$ cat config.mk
export PLATFORM = sky130hd
export DESIGN_NAME = pc_ctrl
export DESIGN_NICKNAME = d
export VERILOG_FILES = /design/src/rtl/pc_ctrl_pkg.sv /design/src/rtl/pc_ctrl_sat_counter.sv /design/src/rtl/pc_ctrl.sv
export SDC_FILE = /design/constraint.sdc
export NUM_CORES = 1
export LEC_CHECK = 0
export BUFFER_PORTS_ARGS = -buffer_cell sky130_fd_sc_hd__buf_2
export CORE_ASPECT_RATIO = 0.9
export CORE_MARGIN = 4
export CORE_UTILIZATION = 45
export CTS_CLUSTER_DIAMETER = 40
export CTS_CLUSTER_SIZE = 20
export DETAILED_ROUTE_END_ITERATION = 10
export PLACE_DENSITY = 0.85
export RECOVER_POWER = 100
export SETUP_SLACK_MARGIN = 0.1
export SYNTH_ARGS = -nofsm -noshare
export SYNTH_HDL_FRONTEND = slang
export SYNTH_HIERARCHICAL = 1
export SYNTH_SLANG_ARGS = --single-unit
$ cat constraint.sdc
create_clock -name clk -period 6.2 [get_ports clk]
set_clock_uncertainty 0.1 [all_clocks]
set_input_delay 0.62 -clock clk [delete_from_list [all_inputs] [get_ports clk]]
set_output_delay 0.62 -clock clk [all_outputs]
set_load 0.02 [all_outputs]
$ cat src/rtl/pc_ctrl_pkg.sv
// Shared definitions for the program-counter sequencing controller.
package pc_ctrl_pkg;

  // Controller state encoding; the values are visible on o_state.
  typedef enum logic [1:0] {
    ST_IDLE = 2'd0,
    ST_RUN  = 2'd1,
    ST_STEP = 2'd2,
    ST_DONE = 2'd3
  } state_e;

  // Byte distance between consecutive instructions.
  localparam int unsigned PC_INC = 4;

endpackage

$ cat src/rtl/pc_ctrl_sat_counter.sv
// Up-counter that sticks at all-ones instead of wrapping; clear wins over inc.
module sat_counter #(
  parameter int NB_CNT = 32
) (
  input  logic              clk,
  input  logic              i_rst_n,
  input  logic              clear,
  input  logic              inc,
  output logic [NB_CNT-1:0] count
);

  logic [NB_CNT-1:0] r_count;

  // Count register: async reset, synchronous clear, saturating increment.
  always_ff @(posedge clk or negedge i_rst_n) begin
    if (!i_rst_n) begin
      r_count <= '0;
    end else if (clear) begin
      r_count <= '0;
    end else if (inc && (r_count != '1)) begin
      r_count <= r_count + NB_CNT'(1);
    end
  end

  assign count = r_count;

endmodule

$ cat src/rtl/pc_ctrl.sv
// Program-counter controller: sequences load / run / single-step / halt and
// computes the next-PC value and write enable for the external PC register.
//
// state | meaning
// IDLE  | waiting for load, run or step
// RUN   | advancing every non-stalled cycle until halt
// STEP  | one advance pending; held here while stalled
// DONE  | HALT instruction reached; only a load leaves
module pc_ctrl
  import pc_ctrl_pkg::*;
#(
  parameter int NB_PC  = 32,
  parameter int NB_CNT = 32
) (
  input  logic              clk,
  input  logic              i_rst_n,
  input  logic              i_load_valid,
  input  logic [NB_PC-1:0]  i_load_addr,
  input  logic              i_run,
  input  logic              i_step,
  input  logic              i_halt_req,
  input  logic              i_stall,
  input  logic              i_halt_instr,
  input  logic              i_branch_taken,
  input  logic [NB_PC-1:0]  i_branch_target,
  input  logic              i_jump,
  input  logic [NB_PC-1:0]  i_jump_target,
  input  logic [NB_PC-1:0]  i_pc,
  output logic [NB_PC-1:0]  o_pc_next,
  output logic              o_pc_en,
  output logic [1:0]        o_state,
  output logic              o_done,
  output logic [NB_CNT-1:0] o_cycle_cnt
);

  state_e            r_state;
  state_e            w_state_next;
  logic              w_load;
  logic              w_busy;
  logic              w_adv;
  logic [NB_PC-1:0]  w_pc_inc;

  // Load is only honoured when no operation is in flight.
  assign w_load   = i_load_valid && ((r_state == ST_IDLE) || (r_state == ST_DONE));
  assign w_busy   = (r_state == ST_RUN) || (r_state == ST_STEP);
  // halt_req only blocks an advance in RUN; a step in progress ignores it.
  assign w_adv    = w_busy && !i_stall && !i_halt_instr &&
                    !((r_state == ST_RUN) && i_halt_req);
  assign w_pc_inc = i_pc + NB_PC'(PC_INC);

  // State register.
  always_ff @(posedge clk or negedge i_rst_n) begin
    if (!i_rst_n) begin
      r_state <= ST_IDLE;
    end else begin
      r_state <= w_state_next;
    end
  end

  // Next-state decode.
  always_comb begin
    w_state_next = r_state;
    case (r_state)
      ST_IDLE: begin
        if (i_load_valid)  w_state_next = ST_IDLE;
        else if (i_run)    w_state_next = ST_RUN;
        else if (i_step)   w_state_next = ST_STEP;
      end
      ST_RUN: begin
        if (i_halt_instr)    w_state_next = ST_DONE;
        else if (i_halt_req) w_state_next = ST_IDLE;
      end
      ST_STEP: begin
        if (i_halt_instr) w_state_next = ST_DONE;
        else if (w_adv)   w_state_next = ST_IDLE;
      end
      ST_DONE: begin
        if (i_load_valid) w_state_next = ST_IDLE;
      end
      default: w_state_next = ST_IDLE;
    endcase
  end

  // Outputs: next-PC selection and enable, all forced to zero while in reset.
  always_comb begin
    o_pc_en   = 1'b0;
    o_pc_next = '0;
    if (i_rst_n) begin
      o_pc_next = w_pc_inc;
      if (w_load) begin
        o_pc_en   = 1'b1;
        o_pc_next = i_load_addr;
      end else if (w_adv) begin
        o_pc_en = 1'b1;
        if (i_branch_taken) o_pc_next = i_branch_target;
        else if (i_jump)    o_pc_next = i_jump_target;
      end
    end
  end

  assign o_state = r_state;
  assign o_done  = i_rst_n && (r_state == ST_DONE);

  // Cycles spent executing since the last load.
  sat_counter #(
    .NB_CNT(NB_CNT)
  ) u_cycle_cnt (
    .clk    (clk),
    .i_rst_n(i_rst_n),
    .clear  (w_load),
    .inc    (w_busy),
    .count  (o_cycle_cnt)
  );

endmodule

======== After elaboration in Yosys (flattened, before gate mapping) ========
Cells that the tools add are included.
storage, ports and cells
  flip-flop bits (word level) ............. 34
  output and inout port bits .............. 68
cells by class
  $add $sub $neg .......................... 2
  eq/ne operators ......................... 8
  muxes and demuxes ....................... 19
  reduce and logical (&&, ||, !) cells .... 15
operators by type and width
  operator                                                                count
  32-bit two-way mux                                                      7
  32-bit by 1-bit adder with 32-bit output (second input constant)        1
  32-bit by 3-bit adder with 32-bit output (second input constant)        1
  32-bit inequality test (second input constant)                          1
  2-bit two-way mux                                                       8
  2-bit case mux with 4 select lines                                      1
  1-bit logical AND                                                       7
  3-bit inequality test (second input constant)                           2
  2-bit equality test (second input constant)                             2
  4-bit inequality test (second input constant)                           1
  4-bit AND reduction                                                     1
  1-bit logical NOT                                                       3
  1-bit two-way mux                                                       3
  2-bit by 1-bit equality test with 1-bit output (second input constant)  1
  2-bit logical NOT                                                       1
  1-bit logical OR                                                        2
  2-bit inequality test (second input constant)                           1
  2-bit nonzero test                                                      1

======== Logic depth before layout (Yosys ltp) ========
  depth after elaboration ................. 8
  depth in mapped cells ................... 9
  depth with buffers taken out ............ 8

======== Hierarchy ========
The synthesis kept the hierarchy.
modules (own cells, without submodules)
  module       times used  cells an instance  area an instance (sq um)  sequential area each (sq um)
  sat_counter  1           198                1,854.3                   800.8
  pc_ctrl      1           284                1,848.0                   50.0

======== Least setup slack after synthesis ========
OpenSTA, ideal clock, no wires.
  path type ............................... reg-to-output
  start point ............................. register r_state[0] (netlist: o_state[0])
  end point ............................... output port o_pc_next[18]
  data arrival time ....................... 2.502 ns
  required time ........................... 5.480 ns
  slack ................................... 2.978 ns
  cell stages (with the launch flop) ...... 7
  buffers on the path ..................... 0
  cell sequence ........................... dfrtp_1 inv_1 ha_1 nand2b_1 a2111oi_4 nor2_1 a221oi_1
on the way
  word-level cells in the longest chain between the ends .. 8
  elaborated cells between the ends (all ways) .. 15
RTL lines
  what                                                                                          RTL line       RTL
  start: declaration                                                                            pc_ctrl.sv:36  state_e r_state;
  start signal: assignment                                                                      pc_ctrl.sv:56  r_state <= w_state_next;
  2-bit by 1-bit equality test with 1-bit output / 2-bit equality test (equally long branches)  pc_ctrl.sv:45  assign w_busy = (r_state == ST_RUN) || (r_state == ST_STEP);
  1-bit logical OR (*)                                                                          pc_ctrl.sv:45
  via w_busy                                                                                    pc_ctrl.sv:39  logic w_busy;
  1-bit logical AND (*) (3 in series)                                                           pc_ctrl.sv:47  assign w_adv = w_busy && !i_stall && !i_halt_instr &&
  32-bit two-way mux (*)                                                                        pc_ctrl.sv:93  end else if (w_adv) begin
  32-bit two-way mux (*)                                                                        pc_ctrl.sv:90  if (w_load) begin
  32-bit two-way mux (*)                                                                        pc_ctrl.sv:88  if (i_rst_n) begin
  end: declaration                                                                              pc_ctrl.sv:29  output logic [NB_PC-1:0] o_pc_next,
The timed path passes the listed nets; every way through them passes the cells marked *.

======== Worst setup path in the final report ========
  start point ............................. register r_state[1] (netlist: o_state[1])
  end point ............................... output port o_pc_next[7]
Same word-level chain as after synthesis.

==> results summary <==
The flow ran to the end, but the final reports show violations. The checks that failed: capacitance limit, slew limit. In the post-synthesis netlist, the biggest area contributors are sky130_fd_sc_hd__dfrtp_1 23%, sky130_fd_sc_hd__a21oi_1 5.5%, sky130_fd_sc_hd__nor2_1 4.8%.

The count of H-tree levels built during CTS is 2. The share of Yosys cell area claimed by the top area cell type is 22.98%. In the routed layout, each cell is associated on average with a via count of 6.190. The gate count after technology mapping is 482. The max-slew violation count came to 19. The met1 usage in global routing is 39.49%. The count of TritonRoute iterations in the first routing pass is 5. The number of failing setup endpoints in the final timing report came out at 0. The global routing stage identified its most utilized layer as met2. The initial antenna violation count is 0.

The worst setup path is launched from a flip-flop. The total area of multi-input combinational cells came out at 0.002685 mm². Across the VDD grid, the largest voltage drop is 0.1075 mV. The antenna violation net count after detailed routing came out at 0.

By count the netlist is led by 47 x sky130_fd_sc_hd__nor2_1, 41 x sky130_fd_sc_hd__a21oi_1, 34 x sky130_fd_sc_hd__dfrtp_1, 34 x sky130_fd_sc_hd__nand2_1, 21 x sky130_fd_sc_hd__o21ai_0. The kind of cell with the highest combined delay along the critical path is compound AO/OA/AOI/OAI gates. The worst-path maximum fanout came out at 18.

The final number of hold-violating endpoints came to 0. Summed over all cells, the static leakage comes to 2.079 nW. The reg-to-reg setup timing slack is 3300 ps.

The chip width came out at 103.6 µm. The critical path contains buffers and inverters numbering 2 combined. Among all flip-flop cells after synthesis, the most frequent one is sky130_fd_sc_hd__dfrtp_1.

The worst setup path is captured at an output port. The final layout net count is 819. In this run the deepest clock path goes through 2 buffers. The number of warnings reported in the yosys synthesis log is 6. The average wire per standard cell is 19.36 µm.

In this run, post-CTS hold repair placed 0 buffers. Across the whole layout, storage elements account for 850.8 µm². The clock transition at the registers of the reported paths came out at 70 ps. The count of buffers inserted at the top-level ports came out at 205. TritonCTS built the clock tree. The max-slew headroom at the worst pin is -18.49%. The highest cell delay on the worst timing path came out at 1510 ps.

The initial cell density of the core came out at 46.11%. The first-pass GRT wire length came out at 23.52 mm. The signal on the critical path passes through inv_1 > ha_1 > nand2b_1 > a2111oi_2 > nor2_1 > a222oi_1 > nor2_1 > clkbuf_1.

The placed wire-length estimate came out at 11.75 mm. The achievable frequency came out at 201.6 MHz. In this run the vertical extent of the chip is 94.05 µm. The signed area change from the synthesized netlist to the final layout came out at 29.13%. CTS placed an instance of sky130_fd_sc_hd__clkbuf_8 at the clock tree root. Across every metal layer, demand over resource in global routing totals 29.62%. The classification of the worst setup path is reg2out. The fill cell total of the finished layout is 768.

The mapped netlist covers 0.003702 mm². For this run, global-route usage on met3 was measured as 6.873%. The part of the Yosys area used for sequential elements came out at 22.98%. In the final layout, the share of cells above drive strength 1 is 26.22%. The arrival time at the worst endpoint came out at 4240 ps. The top-level port count came out at 206. The number of DRC markers after the initial detailed-route iteration is 384. The insertion delay to the later sink of the worst-skew pair came out at 280 ps. Of the available clock period, the critical path in the final layout requires 80.01%.

The number of clock buffers added by TritonCTS is 5. The library cell with the highest instance count after synthesis is sky130_fd_sc_hd__nor2_1. In this run the worst hold path is classified as in2async. Summing over every cut layer, the via total after detailed routing is 4791. At the pin with the least slew margin, the transition time is 1774 ps.

The last weighted congestion value of the routability-driven placer came out at 0.9750. After synthesis, the share of flip-flops with an asynchronous set or reset is 100.0%. 0 antenna diodes ended up in the layout.

Global routing used 49.24% of the available met2 tracks. The cell type with the highest occurrence count on the critical path is sky130_fd_sc_hd__nor2_1. Yosys mapped a number of flops with a built-in enable equal to 0.

The final sum of negative setup slack is 0 ps. The routed design has 14.99 mm of wire. The remaining design rule violation count is 0.

The die covers 0.009745 mm². The shortest period the worst path allows is 4960 ps. A synthesized cell averages 7.681 µm².

Synthesis produced a netlist with a net count of 627. Setup repair after global routing left no endpoint under its margin. The number of distinct standard cells referenced by the synthesized netlist is 61. sky130_fd_sc_hd__dfrtp_1 takes more of the synthesized area than any other cell. The total of max-cap violations came out at 1.

The placement row count is 31. The required time at the worst-slack endpoint is 5480 ps. The slowest stage cell on the critical path is sky130_fd_sc_hd__a2111oi_2. The via count of the first global-routing pass came out at 4581.

The remaining global-route overflow came out at 0. Entering global routing, the biggest net connects 55 pins. After layout, the design draws a total of 1.140 mW. The count of instances resized after the clock tree is built came out at 0. The CTS sink count came out at 34. In this run the power density over the cells is 238.4 mW/mm². The core region is 0.008029 mm². The post-synthesis sequential element count came out at 34. The post-CTS setup repair buffer count came out at 0.
report_power, final:
part	switching (mW)	total, mW	internal (mW)
clock	0.0794	0.169	0.0896
sequential	0.0207	0.258	0.238
combinational	0.485	0.712	0.227
total	0.585	1.14	0.555
metrics by stage:
stage                     setup WS (ps)  cell area, µm²  std cells  util, %  hold WS [ps]
after floorplan                    2978            3702        482        -         224.4
after global placement             2272            4788        766    59.64         468.0
after detailed placement           2182            4788        766    59.64         470.7
after CTS                          1862            4880        774    60.78         330.8
after global routing              860.1            4781        774    59.55         344.3
final                              1240            4781        774    59.55         309.6
cell families after synthesis:
kind of cell | Yosys count | share of synthesized area, %
AO/OA/AOI/OAI | 150 | 27.71
multiplexers | 16 | 4.799
AND/OR/NAND/NOR | 199 | 29.37
adder cells (fa/ha/maj) | 7 | 2.366
XOR/XNOR | 36 | 8.516
buffers and inverters | 40 | 4.258
flip-flops | 34 | 22.98
flip-flops by register name, summed over array words and instances, names as in the netlist:
name and cells:
o_state 2, u_cycle_cnt/count 32
per-layer routing:
| metal | up-vias | wire length, µm |
|---|---|---|
| met1 | 2263 | 6221 |
| li1 | 2207 | - |
| met4 | 0 | 276 |
| met2 | 293 | 6957 |
| met3 | 28 | 1531 |
| met5 | - | 0 |
final timing paths:
check | start | depth (start not counted) | endpoint
setup / recovery | o_state[1]$_DFFE_PN0P_ | 8 | o_pc_next[7]
hold / removal | i_rst_n | 2 | u_cycle_cnt/count[5]$_DFFE_PN0P_
setup reg to reg | o_state[1]$_DFFE_PN0P_ | 8 | u_cycle_cnt/count[8]$_DFFE_PN0P_
hold reg to reg | u_cycle_cnt/count[28]$_DFFE_PN0P_ | 2 | u_cycle_cnt/count[28]$_DFFE_PN0P_
max in group asynchronous | i_rst_n | 2 | u_cycle_cnt/count[23]$_DFFE_PN0P_
min in group clk | u_cycle_cnt/count[28]$_DFFE_PN0P_ | 2 | u_cycle_cnt/count[28]$_DFFE_PN0P_
cells in the final DEF (no fill, tap or decap), types with 4 or more instances in the layout:
master	count
sky130_fd_sc_hd__clkbuf_8	6
sky130_fd_sc_hd__and3_1	13
sky130_fd_sc_hd__nand4_1	14
sky130_fd_sc_hd__nand2b_1	7
sky130_fd_sc_hd__ha_1	7
sky130_fd_sc_hd__a21o_1	6
sky130_fd_sc_hd__and2_1	6
sky130_fd_sc_hd__clkbuf_1	67
sky130_fd_sc_hd__or3_1	6
sky130_fd_sc_hd__o21ai_0	21
sky130_fd_sc_hd__inv_1	15
sky130_fd_sc_hd__a22o_1	10
sky130_fd_sc_hd__nor2_1	47
sky130_fd_sc_hd__xor2_1	16
sky130_fd_sc_hd__nand3_1	20
sky130_fd_sc_hd__nor4_1	8
sky130_fd_sc_hd__a31oi_1	4
sky130_fd_sc_hd__a211oi_1	7
sky130_fd_sc_hd__mux2_2	10
sky130_fd_sc_hd__nand2_1	34
sky130_fd_sc_hd__nor3_1	14
sky130_fd_sc_hd__buf_2	139
sky130_fd_sc_hd__a21oi_1	41
sky130_fd_sc_hd__o211ai_1	6
sky130_fd_sc_hd__o22ai_1	19
sky130_fd_sc_hd__xnor2_1	20
sky130_fd_sc_hd__o31ai_1	7
sky130_fd_sc_hd__nor2b_1	8
sky130_fd_sc_hd__dfrtp_1	34
sky130_fd_sc_hd__or4_1	4
sky130_fd_sc_hd__mux2i_1	5
area by class of cell:
type / count / area share [%]
Sequential cell: 34 / 17.80
Clock buffer: 7 / 1.806
Inverter: 17 / 1.335
Tap cell: 99 / 2.591
Multi-Input combinational cell: 408 / 56.16
Timing Repair Buffer: 208 / 20.20
Clock inverter: 1 / 0.1047
Power figures use the tool's default switching activity.
